`src/rtl/ahb_lite_dec_mux.sv`:
```
`default_nettype none
// ============================================================================
// Module   : ahb_lite_dec_mux
// Purpose  : AHB-lite address decoder and response mux with a table-driven
//            region map, a registered data-phase owner and a built-in
//            two-cycle ERROR default slave.
//            The optional hung-slave watchdog is enabled by the macro
//            AHB_DEC_TIMEOUT_EN.
// Revision : 1.0
// ============================================================================
module ahb_lite_dec_mux #(
   parameter int unsigned               NUM_SLV     = 4,
   parameter logic [NUM_SLV*32-1:0]     SLV_START   = {NUM_SLV{32'h0}},
   parameter logic [NUM_SLV*32-1:0]     SLV_END     = {NUM_SLV{32'h0}},
   parameter int unsigned               TIMEOUT_CYC = 256
) (
   input  logic                   pll_core_cpuclk,
   input  logic                   pad_cpu_rst,
   input  logic [31:0]            biu_pad_haddr,
   input  logic [2:0]             biu_pad_hburst,
   input  logic [3:0]             biu_pad_hprot,
   input  logic [2:0]             biu_pad_hsize,
   input  logic [1:0]             biu_pad_htrans,
   input  logic [31:0]            biu_pad_hwdata,
   input  logic                   biu_pad_hwrite,
   input  logic                   smpu_deny,
   output logic [31:0]            pad_biu_hrdata,
   output logic                   pad_biu_hready,
   output logic [1:0]             pad_biu_hresp,
   output logic                   hmastlock,
   output logic [NUM_SLV-1:0]     hsel_s,
   output logic [31:0]            haddr_s,
   output logic [2:0]             hburst_s,
   output logic [3:0]             hprot_s,
   output logic [2:0]             hsize_s,
   output logic [1:0]             htrans_s,
   output logic [31:0]            hwdata_s,
   output logic                   hwrite_s,
   output logic                   hready_s,
   input  logic [NUM_SLV*32-1:0]  hrdata_s,
   input  logic [NUM_SLV-1:0]     hreadyout_s,
   input  logic [NUM_SLV*2-1:0]   hresp_s,
   output logic                   timeout_irq
);

   localparam logic [1:0] D_IDLE    = 2'd0;
   localparam logic [1:0] D_ERR1    = 2'd1;
   localparam logic [1:0] D_ERR2    = 2'd2;
   localparam logic [1:0] RESP_OKAY = 2'b00;
   localparam logic [1:0] RESP_ERR  = 2'b01;

   logic [NUM_SLV-1:0] match;
   logic [NUM_SLV-1:0] hsel_pri;
   logic               hit;
   logic               def_sel;
   logic               expire;
   logic [NUM_SLV:0]   dsel_q, dsel_d;
   logic [1:0]         dstate_q, dstate_d;
   logic               def_hready;
   logic [1:0]         def_hresp;

   assign hmastlock = 1'b0;
   assign haddr_s   = biu_pad_haddr;
   assign hburst_s  = biu_pad_hburst;
   assign hprot_s   = biu_pad_hprot;
   assign hsize_s   = biu_pad_hsize;
   assign htrans_s  = biu_pad_htrans;
   assign hwdata_s  = biu_pad_hwdata;
   assign hwrite_s  = biu_pad_hwrite;
   assign hready_s  = pad_biu_hready;

   for (genvar i = 0; i < NUM_SLV; i++) begin : g_match
      assign match[i] = (biu_pad_haddr >= SLV_START[32*i +: 32]) &&
                        (biu_pad_haddr <= SLV_END[32*i +: 32]);
   end

   // Lowest matching index owns overlapping regions.
   always_comb begin
      hsel_pri = '0;
      hit      = 1'b0;
      for (int i = 0; i < NUM_SLV; i++) begin
         if (match[i] && !hit) begin
            hsel_pri[i] = 1'b1;
            hit         = 1'b1;
         end
      end
   end

   assign hsel_s  = (biu_pad_htrans[1] && !smpu_deny) ? hsel_pri : '0;
   assign def_sel = biu_pad_htrans[1] && (smpu_deny || !hit);

   always_comb begin
      dsel_d = dsel_q;
      if (expire) begin
         dsel_d = {1'b1, {NUM_SLV{1'b0}}};
      end else if (pad_biu_hready) begin
         dsel_d = {def_sel, hsel_s};
      end
   end

   always_ff @(posedge pll_core_cpuclk or posedge pad_cpu_rst) begin
      if (pad_cpu_rst) begin
         dsel_q   <= '0;
         dstate_q <= D_IDLE;
      end else begin
         dsel_q   <= dsel_d;
         dstate_q <= dstate_d;
      end
   end

   always_comb begin
      dstate_d = dstate_q;
      case (dstate_q)
         D_IDLE:  if (expire || (pad_biu_hready && def_sel)) dstate_d = D_ERR1;
         D_ERR1:  dstate_d = D_ERR2;
         D_ERR2:  dstate_d = (pad_biu_hready && def_sel) ? D_ERR1 : D_IDLE;
         default: dstate_d = D_IDLE;
      endcase
   end

   always_comb begin
      def_hready = (dstate_q != D_ERR1);
      def_hresp  = (dstate_q == D_IDLE) ? RESP_OKAY : RESP_ERR;
   end

   // dsel is one-hot or zero, so an OR-style mux is sufficient.
   always_comb begin
      pad_biu_hrdata = '0;
      pad_biu_hready = 1'b1;
      pad_biu_hresp  = RESP_OKAY;
      if (dsel_q[NUM_SLV]) begin
         pad_biu_hready = def_hready;
         pad_biu_hresp  = def_hresp;
      end else begin
         for (int i = 0; i < NUM_SLV; i++) begin
            if (dsel_q[i]) begin
               pad_biu_hrdata = hrdata_s[32*i +: 32];
               pad_biu_hready = hreadyout_s[i];
               pad_biu_hresp  = hresp_s[2*i +: 2];
            end
         end
      end
   end

`ifdef AHB_DEC_TIMEOUT_EN
   localparam logic [15:0] TO_LAST = 16'(TIMEOUT_CYC - 1);

   logic [15:0] wd_cnt_q, wd_cnt_d;
   logic        irq_q;
   logic        stall;

   // A dsel change only happens on hready=1 or on expiry, both of which clear.
   assign stall    = |(dsel_q[NUM_SLV-1:0] & ~hreadyout_s);
   assign expire   = stall && (wd_cnt_q == TO_LAST);
   assign wd_cnt_d = (stall && !expire) ? wd_cnt_q + 16'd1 : 16'd0;

   always_ff @(posedge pll_core_cpuclk or posedge pad_cpu_rst) begin
      if (pad_cpu_rst) begin
         wd_cnt_q <= '0;
         irq_q    <= 1'b0;
      end else begin
         wd_cnt_q <= wd_cnt_d;
         irq_q    <= expire;
      end
   end

   assign timeout_irq = irq_q;
`else
   logic unused_cfg;

   assign expire      = 1'b0;
   assign timeout_irq = 1'b0;
   assign unused_cfg  = (TIMEOUT_CYC != 0);
`endif

endmodule
`default_nettype wire

```
`config.mk`:
```
export PLATFORM = sky130hd
export DESIGN_NAME = ahb_lite_dec_mux
export DESIGN_NICKNAME = d
export VERILOG_FILES = /design/src/rtl/ahb_lite_dec_mux.sv
export SDC_FILE = /design/constraint.sdc
export NUM_CORES = 1
export LEC_CHECK = 0
export BUFFER_PORTS_ARGS = -buffer_cell sky130_fd_sc_hd__buf_4
export CORE_AREA = 3 3 129 131
export CTS_CLUSTER_SIZE = 8
export DETAILED_ROUTE_END_ITERATION = 12
export DIE_AREA = 0 0 132 134
export SYNTH_ARGS = -nofsm -noshare
export SYNTH_HDL_FRONTEND = slang
export SYNTH_SLANG_ARGS = --single-unit
```
`constraint.sdc`:
```
create_clock -name pll_core_cpuclk -period 1.31 [get_ports pll_core_cpuclk]
set_clock_uncertainty 0.1 [all_clocks]
set_input_delay 0.262 -clock pll_core_cpuclk [delete_from_list [all_inputs] [get_ports pll_core_cpuclk]]
set_output_delay 0.262 -clock pll_core_cpuclk [all_outputs]
set_load 0.005 [all_outputs]
```
==> results.toml <==
[status]
outcome = "finished with violations"
violations = "negative setup slack"

[logic_synthesis]
synth_area_um2 = 1160
async_reset_ff_share_pct = 100
synth_top_area_share_pct = 53.9
ys_types = 23
synth_edf_count = 0
synthCells = 155
yosysTopAreaCell = "buf_4"
postSynthRegisterBits = 4
synth_top_flop_cell = "dfrtp_1"
postSynthAreaPerCell_um2 = 7.46
synth.top_cells.by_area = "buf_4 (54%), and2_1 (18%), dfrtp_1 (8.7%), nor4_2 (4.3%), nor4_1 (1.6%)"
synth_seq_area_share_pct = 8.66
ys_warn_count = 0

[setup_path]
required_ps = 950
path_max_fanout = 3
arrival_ps = 1290
endpoint = "pad_biu_hready"
critical_path.startpoint = "dsel_q[4]"
worstReg2RegStart = "dsel_q[4]"
reg2reg_to = "dsel_q[0]"
r2r_slack_ps = -160
crit_type = "register to output port"
r2r_cells = 6
critPathLaunchType = "register"
critPathCaptureType = "output port"

[power_and_ir_drop]
power.density_nw_per_um2 = 615
swShare_pct = 27.5
power.share.clock_pct = 34.9
power.switching_mw = 0.377
p_leak_nw = 1.08
power.share.sequential_pct = 11.7
pwr-share-comb_pct = 53.4
vdd_drop_max_v = 0.000250
total_power_mw = 1.37
intPower_mw = 0.995

[clock_tree]
cts_buffers = 3
htreeDepth = 1
cts_tree = "built"
clockBufferDepth = 2
clk_latency_ps = 230
cts-root-buf = "clkbuf_16"
cts.sinks = 4
path_clk_slew_ps = 30

[route]
vias = 1278
avgRoutedWirePerCell_um = 12.4
routed_wl_um = 5620
drc_errors = 0
drt-pass1-iter-count = 4
drtAntennaViolNets = 0
vias_per_cell = 2.82
dr.first_iter.drc_count = 17

[floorplanning]
die-area_um2 = 17700
rows = 46
start_util_pct = 7.36
die_w_um = 132
core_um2 = 15700
io-pin-count = 339
chipHeight_um = 134

[sta]
finalSetupViolations = 40
setup_ws_ps = -345
min_period_ps = 1660
min_period_over_period_pct = 126
timing.final.max_slew_violations = 0
fmaxAchievable_ghz = 0.604
hold_viol_final = 0
rsz0062_at_grt = "yes"

[global_routing]
grt_max_degree = 34
grt_pass1_vias = 1300
overflow = 0
grt_pass1_wl_um = 8020
grt_usage_pct = 6.07
antenna_found_initial = 0

[layout]
diodes = 0
drive_gt1_share_pct = 76.4
nNetsFinal = 459
most-common-layout-cells = "buf_4 (155), and2_1 (32), nor4_4 (6)"
stdcell_area_um2 = 2230
stdcell_count = 453
syn_to_final_growth_pct = 93.0
final_util_pct = 14.2
final_common_cell = "buf_4"

[placed_design]
portBuffers = 140
dp_cells = 446
place_congestion = 0.661
place_area_um2 = 2030
dp_hpwl_um = 5190

[job]
timing.max_cap.violations = 0

[hold_path]
hp-class = "input port to register"
-- kinds of logic after synthesis --
logic type	after synthesis	synth area share [%]
buffers and inverters	88	55.8
and+or+nand+nor	55	31.2
AOI/OAI and AO/OA	7	4.00
DFF	4	8.66
other	1	0.324
-- registers in the layout, summed over array words and instances, names as in the netlist --
| signal | cells |
|---|---|
| dsel_q | 2 |
| dstate_q | 2 |
-- area by class of cell --
cell class              count  area (um2)
clock buffers               3        75.1
fillers                  1828       13500
inverters                   2        7.51
multi-input cells          67         539
flip-flops and latches      4         100
well taps                 216         270
repair buffers            161        1240
-- routing by layer --
layer	vias to the layer above	wire length [um]	part of all wire, %	GRT usage, %
met2	154	2550	45	10.1
met4	0	138	2.5	2.04
met1	543	1630	29	5.36
met3	14	1290	23	5.33
met5	-	0	0	0
li1	567	-	-	-
-- worst min-delay path by stage --
stage	start	end	slack, ps	cells past startpoint
detailed placement	pad_cpu_rst	dstate_q[1]	60	2
CTS	biu_pad_htrans[1]	dstate_q[0]	230	3
finish	biu_pad_htrans[1]	dstate_q[0]	240	3
global route	biu_pad_htrans[1]	dstate_q[0]	270	3
global placement	pad_cpu_rst	dstate_q[1]	60	2
floorplan	pad_cpu_rst	dsel_q[0]	-70	1
-- cells in the mapped netlist, types with 2 or more instances --
| cell type | number |
|---|---|
| buf_4 | 83 |
| and2_1 | 33 |
| dfrtp_1 | 4 |
| nor4_2 | 4 |
| buf_2 | 3 |
| nor2_1 | 3 |
| nor4_1 | 3 |
| a21oi_1 | 2 |
| inv_1 | 2 |
| nand2_1 | 2 |
| nand4_1 | 2 |
| nor3_1 | 2 |
| o21ai_1 | 2 |
-- metrics by stage --
stage | hold slack [ps] | worst slack (ps) | setup TNS, ps
finish | 243 | -345 | -10900
floorplan | -71.9 | -23.6 | -23.6
detailed placement | 60.4 | -402 | -4610
CTS | 231 | -368 | -11830
global route | 267 | -398 | -13680
global placement | 59.1 | -487 | -4660
-- timing repair --
action | CTS | global route
setup endpoints to repair | 40 | 40
gates resized for setup | 12 | 8
gates cloned | 0 | 0
hold buffers | 1 | 0
endpoints found under the hold margin | 4 | 0
setup buffers | 2 | 1
pin swaps | 3 | 3
-- worst max-delay path, cell delays in order (launching register included) --
cell	delay, ps
dfrtp_1	390
buf_4	160
nand3b_1	110
a21boi_4	270
buf_6	140
-- power by group through the flow --
stage          Combinational [mW]  Sequential [mW]  Clock, mW
3_5_place_dp                0.679            0.160          0
6_report                    0.732            0.161      0.479
2_1_floorplan               0.357            0.164          0
5_1_grt                     0.807            0.164      0.504
4_1_cts                     0.741            0.161      0.486
3_3_place_gp                0.678            0.158          0
(Power assumes the default switching activity.)
